===== src/rtl/irq_ctrl.sv =====
// rtl/irq_ctrl.sv - memory-mapped interrupt controller feeding the CP0 hardware-interrupt input
module irq_ctrl #(
  parameter int          NSRC     = 6,
  parameter logic [5:0]  PEND_RST = 6'b0
) (
  input  logic              clk,
  input  logic              reset,
  input  logic [NSRC-1:0]   irq_src,
  input  logic              we,
  input  logic [4:0]        addr,
  input  logic [31:0]       wdata,
  output logic [31:0]       rdata,
  output logic [NSRC-1:0]   HWInt
);

  // Word selects within the window; addr[1:0] is a byte offset and carries no meaning here.
  localparam logic [2:0] SEL_PEND   = 3'd0;
  localparam logic [2:0] SEL_MASK   = 3'd1;
  localparam logic [2:0] SEL_MODE   = 3'd2;
  localparam logic [2:0] SEL_FORCE  = 3'd3;
  localparam logic [2:0] SEL_STATUS = 3'd4;
  localparam logic [2:0] SEL_COUNT  = 3'd5;

  logic [NSRC-1:0] pend_q, pend_d;
  logic [NSRC-1:0] mask_q, mask_d;
  logic [NSRC-1:0] mode_q, mode_d;
  logic [NSRC-1:0] prev_src_q, prev_src_d;
  logic [31:0]     count_q, count_d;
  logic            any_q, any_d;

  logic [2:0]      sel;
  logic [NSRC-1:0] force_bits;
  logic [NSRC-1:0] clear_bits;
  logic [NSRC-1:0] set_bits;
  logic            hw_any;
  logic [2:0]      low_idx;
  logic [31:0]     status;

  // High write-data bits and the byte offset are deliberately dropped.
  logic unused_bits;
  assign unused_bits = ^{wdata[31:NSRC], addr[1:0]};

  assign sel    = addr[4:2];
  assign HWInt  = pend_q & mask_q;
  assign hw_any = |HWInt;

  // Lowest active interrupt index and the STATUS word built from it.
  always_comb begin
    low_idx = 3'd0;
    for (int i = NSRC - 1; i >= 0; i--) begin
      if (HWInt[i]) low_idx = 3'(i);
    end
    status = {hw_any, 28'd0, low_idx};
  end

  // Next-state for all controller registers, including pending-bit edge/level capture.
  always_comb begin
    force_bits = (we && sel == SEL_FORCE) ? wdata[NSRC-1:0] : '0;
    clear_bits = (we && sel == SEL_PEND)  ? wdata[NSRC-1:0] : '0;
    set_bits   = '0;
    pend_d     = pend_q;
    for (int i = 0; i < NSRC; i++) begin
      if (mode_q[i]) begin
        set_bits[i] = irq_src[i] & ~prev_src_q[i];
        if (set_bits[i] || force_bits[i]) pend_d[i] = 1'b1;
        else if (clear_bits[i])           pend_d[i] = 1'b0;
      end else begin
        set_bits[i] = irq_src[i];
        pend_d[i]   = irq_src[i] | force_bits[i];
      end
    end

    mask_d = (we && sel == SEL_MASK) ? wdata[NSRC-1:0] : mask_q;
    mode_d = (we && sel == SEL_MODE) ? wdata[NSRC-1:0] : mode_q;
    prev_src_d = irq_src;
    any_d      = hw_any;

    // A software clear wins over an increment in the same cycle.
    count_d = count_q;
    if (we && sel == SEL_COUNT)  count_d = 32'd0;
    else if (hw_any && !any_q)   count_d = count_q + 32'd1;
  end

  // State register with synchronous reset.
  always_ff @(posedge clk) begin
    if (reset) begin
      pend_q     <= PEND_RST[NSRC-1:0];
      mask_q     <= '0;
      mode_q     <= '0;
      prev_src_q <= '0;
      count_q    <= 32'd0;
      any_q      <= 1'b0;
    end else begin
      pend_q     <= pend_d;
      mask_q     <= mask_d;
      mode_q     <= mode_d;
      prev_src_q <= prev_src_d;
      count_q    <= count_d;
      any_q      <= any_d;
    end
  end

  // Combinational read mux; reads always see the registered (pre-write) value.
  always_comb begin
    rdata = 32'd0;
    case (sel)
      SEL_PEND:   rdata = {{(32-NSRC){1'b0}}, pend_q};
      SEL_MASK:   rdata = {{(32-NSRC){1'b0}}, mask_q};
      SEL_MODE:   rdata = {{(32-NSRC){1'b0}}, mode_q};
      SEL_STATUS: rdata = status;
      SEL_COUNT:  rdata = count_q;
      default:    rdata = 32'd0;
    endcase
  end

endmodule


===== config.mk =====
export PLATFORM = sky130hd
export DESIGN_NAME = irq_ctrl
export DESIGN_NICKNAME = d
export VERILOG_FILES = /design/src/rtl/irq_ctrl.sv
export SDC_FILE = /design/constraint.sdc
export NUM_CORES = 1
export LEC_CHECK = 0
export CAP_MARGIN = 20
export CORE_AREA = 2 2 81 83
export DETAILED_ROUTE_END_ITERATION = 16
export DIE_AREA = 0 0 83 85
export HOLD_SLACK_MARGIN = 0.15
export PLACE_DENSITY = 0.93
export SETUP_SLACK_MARGIN = 0.02
export SYNTH_ARGS = -nofsm -noshare
export SYNTH_HDL_FRONTEND = slang
export SYNTH_SLANG_ARGS = --single-unit

===== constraint.sdc =====
create_clock -name clk -period 5.05 [get_ports clk]
set_input_delay 0.505 -clock clk [delete_from_list [all_inputs] [get_ports clk]]
set_output_delay 0.505 -clock clk [all_outputs]
set_load 0.1 [all_outputs]

==> flow_summary_export.csv <==
group,metric,value,unit
run_status,status,"complete, no violations",
cells_and_area,layout-drive-gt1-share,14.0,%
critical_path,worstSetupPathType,"input port to primary output",
clocking,cts-root-buf,"clkbuf_8",
cells_and_area,final_cell_mix,"57 x dfxtp_1, 36 x nand2_1, 36 x buf_4, 31 x a21oi_1",
critical_path,cp_slowest_cell,"nor2b_1",
global_routing,overflow,0,
placement,routabilityCongestion,0.899,
critical_path,worstPathArrival,3020,ps
global_routing,antenna_found_initial,0,
sta,rsz0062_at_grt,"no",
power_and_ir_drop,ir_drop,0.000144,V
yosys,syn_area,3120,um^2
floorplanning,die_h,85,um
power_and_ir_drop,p_leak,1.46,nW
clocking,cts_max_level,3,
yosys,synth_seq_cells,57,
worst_hold_path,min-delay-start,"count_q[31]$_SDFFE_PP0P_",
yosys,synth_edf_count,0,
yosys,synth_top_area_share,36.5,%
cells_and_area,diodes,0,
global_routing,grt_pass1_vias,2798,
sta,max-slew-margin-rel,33.7,%
clocking,post_cts_buffers,0,
sta,fin_crit_sh,69.9,%
clocking,ctsResizeCount,0,
critical_path,slowest_delay,840,ps
sta,setup_tns,0,ps
worst_hold_path,hp-class,"flop to flop",
yosys,syn_inst,378,
clocking,cts_buffers,9,
floorplanning,die_x,83,um
sta,hold_viol_final,0,
floorplanning,start_util,50.4,%
critical_path,path_cells,"clkdlybuf4s50_1 > nor2b_1 > a22oi_1 > o22ai_1 > buf_4",
clocking,cts.sinks,57,
cells_and_area,fin_util,61.3,%
yosys,synth_cell_types,46,
cells_and_area,fin_nets,472,
flow_run,maxCapViolations,0,
global_routing,gr-usage-all-layers,21.8,%
floorplanning,core.rowCount,29,
detailed_routing,dr.pass1.iters,5,
critical_path,crit_required,4550,ps
detailed_routing,routed-via-count,3125,
floorplanning,dieArea,7060,um^2
critical_path,cp-end-kind,"primary output",
floorplanning,io_pins,84,
sta,slew_viol_final,0,
cells_and_area,design_area,3800,um^2
detailed_routing,ant_nets,0,
placement,dp_hpwl,5300,um
detailed_routing,route.detailed.drc,0,
detailed_routing,via_per_inst,6.16,
sta,final-setup-viol-count,0,
global_routing,grt_max_degree,43,
sta,worst_slew_pin_slew,995,ps
critical_path,cp_max_fo,17,
yosys,synthTopCellsByArea,"dfxtp_1 37%, mux2i_1 6.4%, and3_1 5.6%, a21oi_1 5.0%, nand2_1 4.3%",
yosys,synth_nets,425,
detailed_routing,wirelength,7800,um
yosys,async_flop_share,0,%
sta,min_period,3530,ps
cells_and_area,final_common_cell,"dfxtp_1",
yosys,synth_top_cell_by_area,"dfxtp_1",
sta,clock_skew,9.58,ps
yosys,yosys_warnings,0,
sta,max_freq,0.283,GHz
clocking,cts_tree,"yes",
critical_path,worstSetupStartpointType,"input port",
clocking,path_clk_slew,70,ps
placement,dpl_cell_area,3600,um^2
cells_and_area,fillers,532,
clocking,ctsHoldBuffers,0,
floorplanning,fp.coreArea,6200,um^2
clocking,cts_buffer_depth,2,
power_and_ir_drop,power.density,246,nW/um^2
critical_path,r2r-start,"count_q[2]$_SDFFE_PP0P_",
cells_and_area,area_delta_synth_final,21.7,%
yosys,syn_avg_cell_area,8.27,um^2
detailed_routing,drtIter0Drc,216,
detailed_routing,wl_per_cell,15.4,um
yosys,seq_area_frac_synth,36.5,%
yosys,synth_flop_cell,"dfxtp_1",
placement,port_buffers,55,
global_routing,grt_pass1_wl,12700,um
clocking,clk_latency,340,ps
critical_path,startpoint,"addr[2]",
==> area by class of cell <==
| cell class | count | area [um^2] | share of cell area [%] |
|---|---|---|---|
| clock buffers | 13 | 159 | 4.18 |
| flip-flops and latches | 57 | 1140 | 30.0 |
| inverters | 9 | 33.8 | 0.888 |
| well taps | 77 | 96.3 | 2.53 |
| multi-input cells | 287 | 1820 | 47.9 |
| repair buffers | 61 | 538 | 14.1 |
| clock inverters | 3 | 15.0 | 0.395 |
==> worst max-delay path: cells and delay by family <==
kind	cells	cell delay (ps)
buffers and inverters	2	1160
and+or+nand+nor	1	840
AOI/OAI and AO/OA	2	500
==> logic make-up after synthesis <==
family | share of synthesized area [%]
xor gates and xnor gates | 1.12
adders and majority gates | 0.400
buffers and inverters | 5.21
DFF | 36.5
AOI/OAI and AO/OA | 17.9
and+or+nand+nor | 31.8
muxes | 7.13
==> path summary, 6_finish.rpt <==
path | to | slack [ps] | cells past startpoint
worst max-delay path | rdata[4] | 1520 | 5
worst min-delay path | count_q[31]$_SDFFE_PP0P_ | 480 | 2
worst max register to register | count_q[23]$_SDFFE_PP0P_ | 2860 | 4
worst min register to register | count_q[31]$_SDFFE_PP0P_ | 480 | 2
==> registers in the layout, indices dropped and copies added (netlist names) <==
name	flops
any_q	1
mask_q	6
count_q	32
pend_q	6
prev_src_q	6
mode_q	6
==> metrics by stage <==
| stage | instances | total power [mW] | hold WS, ps | setup WS (ps) |
|---|---|---|---|---|
| final | 507 | 0.935 | 484 | 1520 |
| after global routing | 507 | 0.966 | 509 | 1360 |
| after CTS | 506 | 0.934 | 488 | 1530 |
| after detailed placement | 490 | 0.558 | 475 | 1540 |
| after global placement | 490 | 0.556 | 455 | 1650 |
| after floorplan | 378 | 0.527 | 444 | 1330 |
==> power by group <==
part | internal (mW) | total [mW] | switching (mW)
registers | 0.458 | 0.465 | 0.00715
logic | 0.0331 | 0.0870 | 0.0540
clock network | 0.202 | 0.383 | 0.180
total | 0.693 | 0.935 | 0.241
==> per-layer routing <==
metal | global-route usage [%] | up-vias | routed length, um
met3 | 3.60 | 23 | 501
met2 | 36.1 | 126 | 3720
met5 | 0 | - | 0
met1 | 27.8 | 1465 | 3380
met4 | 10.3 | 0 | 198
li1 | - | 1511 | -
==> cell usage after synthesis (2+ instances only) <==
| cell | count |
|---|---|
| and4_1 | 4 |
| nand3_1 | 9 |
| a221oi_1 | 7 |
| nor4b_1 | 2 |
| a21oi_1 | 31 |
| nand2_1 | 36 |
| mux2i_1 | 20 |
| mux2_2 | 2 |
| nor4_1 | 4 |
| o31ai_1 | 16 |
| nor3_1 | 2 |
| o21ai_0 | 2 |
| and3b_1 | 3 |
| clkbuf_1 | 18 |
| a22oi_1 | 4 |
| a21o_1 | 4 |
| nand4b_1 | 2 |
| buf_2 | 3 |
| o22ai_1 | 2 |
| o21ai_1 | 7 |
| nor2b_1 | 9 |
| a222oi_1 | 2 |
| xnor2_1 | 4 |
| a21oi_2 | 5 |
| and2_1 | 6 |
| inv_1 | 9 |
| dfxtp_1 | 57 |
| and3_1 | 28 |
| nand4_1 | 8 |
| or3_1 | 9 |
| nor2_1 | 28 |
| or4_1 | 17 |
| and4b_1 | 3 |
| o21a_1 | 2 |
| buf_6 | 2 |
No activity file was read; power rests on OpenSTA's default activity.
==> variant 1: new RTL, same settings <==
Put a register stage on the output `rdata`, without a reset. The value now appears one clock later. The other outputs are not delayed to match.
--- a/src/rtl/irq_ctrl.sv
+++ b/src/rtl/irq_ctrl.sv
@@ -20,6 +20,8 @@
   localparam logic [2:0] SEL_FORCE  = 3'd3;
   localparam logic [2:0] SEL_STATUS = 3'd4;
   localparam logic [2:0] SEL_COUNT  = 3'd5;
+
+  logic [31:0] rdata_d;
 
   logic [NSRC-1:0] pend_q, pend_d;
   logic [NSRC-1:0] mask_q, mask_d;
@@ -102,15 +104,19 @@
 
   // Combinational read mux; reads always see the registered (pre-write) value.
   always_comb begin
-    rdata = 32'd0;
+    rdata_d = 32'd0;
     case (sel)
-      SEL_PEND:   rdata = {{(32-NSRC){1'b0}}, pend_q};
-      SEL_MASK:   rdata = {{(32-NSRC){1'b0}}, mask_q};
-      SEL_MODE:   rdata = {{(32-NSRC){1'b0}}, mode_q};
-      SEL_STATUS: rdata = status;
-      SEL_COUNT:  rdata = count_q;
-      default:    rdata = 32'd0;
+      SEL_PEND:   rdata_d = {{(32-NSRC){1'b0}}, pend_q};
+      SEL_MASK:   rdata_d = {{(32-NSRC){1'b0}}, mask_q};
+      SEL_MODE:   rdata_d = {{(32-NSRC){1'b0}}, mode_q};
+      SEL_STATUS: rdata_d = status;
+      SEL_COUNT:  rdata_d = count_q;
+      default:    rdata_d = 32'd0;
     endcase
+  end
+
+  always_ff @(posedge clk) begin
+    rdata <= rdata_d;
   end
 
 endmodule
Behaviour: not the same (a bounded check fails within 4 cycles, from zero or initial values and one cycle with reset high).
==> variant 1 against the unedited design <==
- global-route usage increased by 3.0 points
- count of clock-buffer cells in the layout decreased by 4
- area after synthesis increased by 22%
- design area increased by 20%
- sequential cell count increased by 32
- wire length increased by 12%
- clock skew increased by 1.6 ps
- first-iteration DRC count increased by 35%
- total power increased by 35%
- setup slack improved by 560 ps
- non-clock buffer count decreased by 4
- largest cell class unchanged
==> variant 1: results <==
{
  "status": "completed",
  "clk_latency_ps": 370,
  "place_hpwl_mm": 5.86,
  "non_clock_inverter_count": 10,
  "synth-seq-area-share_pct": 46.7,
  "layout.filler_cells": 431,
  "avgViaCountPerCell": 6.24,
  "gr-usage-all-layers_pct": 24.7,
  "power_leakage_nw": 1.58,
  "grt_start_max_net_pins": 30,
  "nNonClkBuffers": 57,
  "sh_seq_area_pct": 39.1,
  "post_synth_main_area_contributors": "dfxtp_1 47%, mux2i_1 5.2%, and2_1 4.9%",
  "postSynth.asyncResetShare_pct": 0,
  "grt_use_met2_pct": 41.5,
  "seqCellArea_mm2": 0.00178,
  "timing.max_slew.rel_slack_pct": 31.0,
  "route.layer.met1.wl_mm": 3.64,
  "worst_setup_path_endpoint": "count_q[3]$_SDFFE_PP0P_",
  "layout-drive-gt1-share_pct": 6.61,
  "powerComb_uw": 77.5,
  "dp.cells": 529,
  "top_layer_used": "met4",
  "timing.critical_path.arrival_ps": 3230,
  "clkbuf_count": 9,
  "post-route-worst-setup-slack_ps": 2090,
  "multi_input_area_mm2": 0.00190,
  "postPlaceCellArea_mm2": 0.00437,
  "crit_reg_reg_endpoint": "count_q[16]$_SDFFE_PP0P_",
  "finalWeightedCongestion": 0.934,
  "clock-sinks": 89,
  "reg2reg_depth": 5,
  "globalRouteMet3Util_pct": 6.13,
  "area.growth.synth_to_final_pct": 19.5,
  "ir_drop_mv": 0.218,
  "synth_fp_nets": 467,
  "dr.first_iter.drc_count": 292,
  "wl_met3_um": 693,
  "clock_tree_from_tritoncts": "yes",
  "power_frac_comb_pct": 6.1,
  "clkSlewWorstSetupHoldPaths_ps": 90,
  "nets": 511,
  "number_of_global_route_vias_before_repair": 3169,
  "syn_area_per_cell_um2": 9.08,
  "layout.buffer.nonclock.area_share_pct": 12.4,
  "grt_first_pass_wirelength_mm": 14.4,
  "p_sw_uw": 333,
  "critical_path_peak_fanout": 29,
  "post_synth_most_frequent_cells": "89 x dfxtp_1, 36 x a21oi_1, 32 x nand2_1",
  "rr_startpoint": "count_q[0]$_SDFFE_PP0P_",
  "yosys.cell_types.count": 50,
  "clockPowerShare_pct": 36.8,
  "final-clk-cell-share_pct": 4.01,
  "detailroute.via_count": 3406,
  "met1_usage_pct": 30.6,
  "worst-r2r-setup-slack_ps": 2730,
  "timing.hold.ws_ps": 498,
  "layout.comb_gates.multi_input": 297
}
## variant 1: changes by cell type in the layout (fill, tap and decap cells not counted), sizes merged, moves of 5 or more
cell,unedited run,this run
buf,37,1
dfxtp,57,89
clkdlybuf4s50,24,55
and3,28,3
and2,7,30
nand2b,1,8
nand3,9,15
nand4b,2,8
or3,9,3
inv,9,14
o31ai,16,11
o41ai,0,5
## variant 1: worst max-delay path, cell delays in order
cell	delay, ps
clkdlybuf4s50_1	800
and3b_1	800
a21o_1	810
or4_2	250
nand2_1	50
## variant 1: logic make-up (layout without fill, tap and decap cells)
kind of cell / Yosys count / count (layout) / synth area share (%)
xor gates and xnor gates: 2 / 2 / 0.459
adders and majority gates: 1 / 1 / 0.328
buffers and inverters: 34 / 83 / 3.58
muxes: 22 / 22 / 5.84
DFF: 89 / 89 / 46.7
AOI/OAI and AO/OA: 86 / 86 / 14.5
and+or+nand+nor: 186 / 186 / 28.5
==> variant 2: new RTL, config.mk and constraints unchanged <==
Made on the original files. Set the parameter `NSRC` to 3 (it was 6).
--- a/src/rtl/irq_ctrl.sv
+++ b/src/rtl/irq_ctrl.sv
@@ -1,6 +1,6 @@
 // rtl/irq_ctrl.sv - memory-mapped interrupt controller feeding the CP0 hardware-interrupt input
 module irq_ctrl #(
-  parameter int          NSRC     = 6,
+  parameter int          NSRC     = 3,
   parameter logic [5:0]  PEND_RST = 6'b0
 ) (
   input  logic              clk,
Ports: changed (resized HWInt and irq_src); port bits go from 84 to 78. No check against the original RTL was run, so the function may have changed too.
==> variant 2 against the unedited design <==
- first-iteration DRC count fell by 31%
- design area fell by 22%
- setup slack got worse by 56 ps
- via count fell by 33%
- sequential cell count fell by 12
- area after synthesis fell by 22%
- clock skew rose by 1.7 ps
- register-to-register slack got worse by 140 ps
- wire length fell by 32%
- worst hold slack improved by 46 ps
- utilization fell by 14 points
- critical path type unchanged
Power is not compared: it rests on default switching activity, and its combinational part moved more than twofold at a synthesized area within 25%.
==> variant 2: results <==
{
  "finalWeightedCongestion": 0.893,
  "dp.cells": 399,
  "dp_slack_ps": 1450,
  "postPlaceCellArea_mm2": 0.00284,
  "synth-seq-area-share_pct": 37.2,
  "globalRouteMet3Util_pct": 3.79,
  "layout.filler_cells": 584,
  "layout.comb_gates.multi_input": 224,
  "status": "completed",
  "layout-drive-gt1-share_pct": 15.2,
  "synth_fp_nets": 334,
  "layout.sequential_cells": 45,
  "fin_skew_ps": 11.3,
  "post_synth_most_frequent_cells": "49 x nor2_1, 45 x dfxtp_1, 29 x and2_1",
  "synth_cells": 290,
  "sh_seq_area_pct": 30.5,
  "yosys.cell_types.count": 39,
  "final-clk-cell-share_pct": 3.90,
  "critical_path_peak_fanout": 12,
  "post_synth_main_area_contributors": "dfxtp_1 37%, xnor2_1 9.0%, nor2_1 7.6%",
  "route.layer.met1.wl_mm": 2.32,
  "multi_input_area_share_pct": 48.0,
  "non_clock_inverter_count": 6,
  "nNonClkBuffers": 47,
  "critical_path.max_stage_delay_ps": 1170,
  "layout.buffer.nonclock.area_share_pct": 13.6
}
-- variant 2: cell types whose count changed after synthesis, sizes merged, moves of 6 or more --
cell    change
or3         -7
dfxtp      -12
nand2      -17
or4        -17
and3       -23
nor4        +6
xnor2      +21
mux2i      -11
o31ai      -16
nor3       +14
nor2       +22
and2       +22
a21oi      -24
clkbuf      -9
-- variant 2: power breakdown --
part / total (mW) / internal [mW] / switching, mW
combinational: 0.0429 / 0.0158 / 0.0271
sequential: 0.362 / 0.359 / 0.00335
clock: 0.277 / 0.148 / 0.129
total: 0.682 / 0.522 / 0.159
-- variant 2: worst paths after layout --
kind	cells after the start	slack, ps	to	from
hold / removal	3	530	pend_q[2]$_SDFFE_PP0P_	prev_src_q[2]$_SDFF_PP0_
setup reg to reg	5	2720	count_q[27]$_SDFFE_PP0P_	pend_q[2]$_SDFFE_PP0P_
setup / recovery	6	1470	rdata[2]	addr[2]
hold reg to reg	3	530	pend_q[2]$_SDFFE_PP0P_	prev_src_q[2]$_SDFF_PP0_
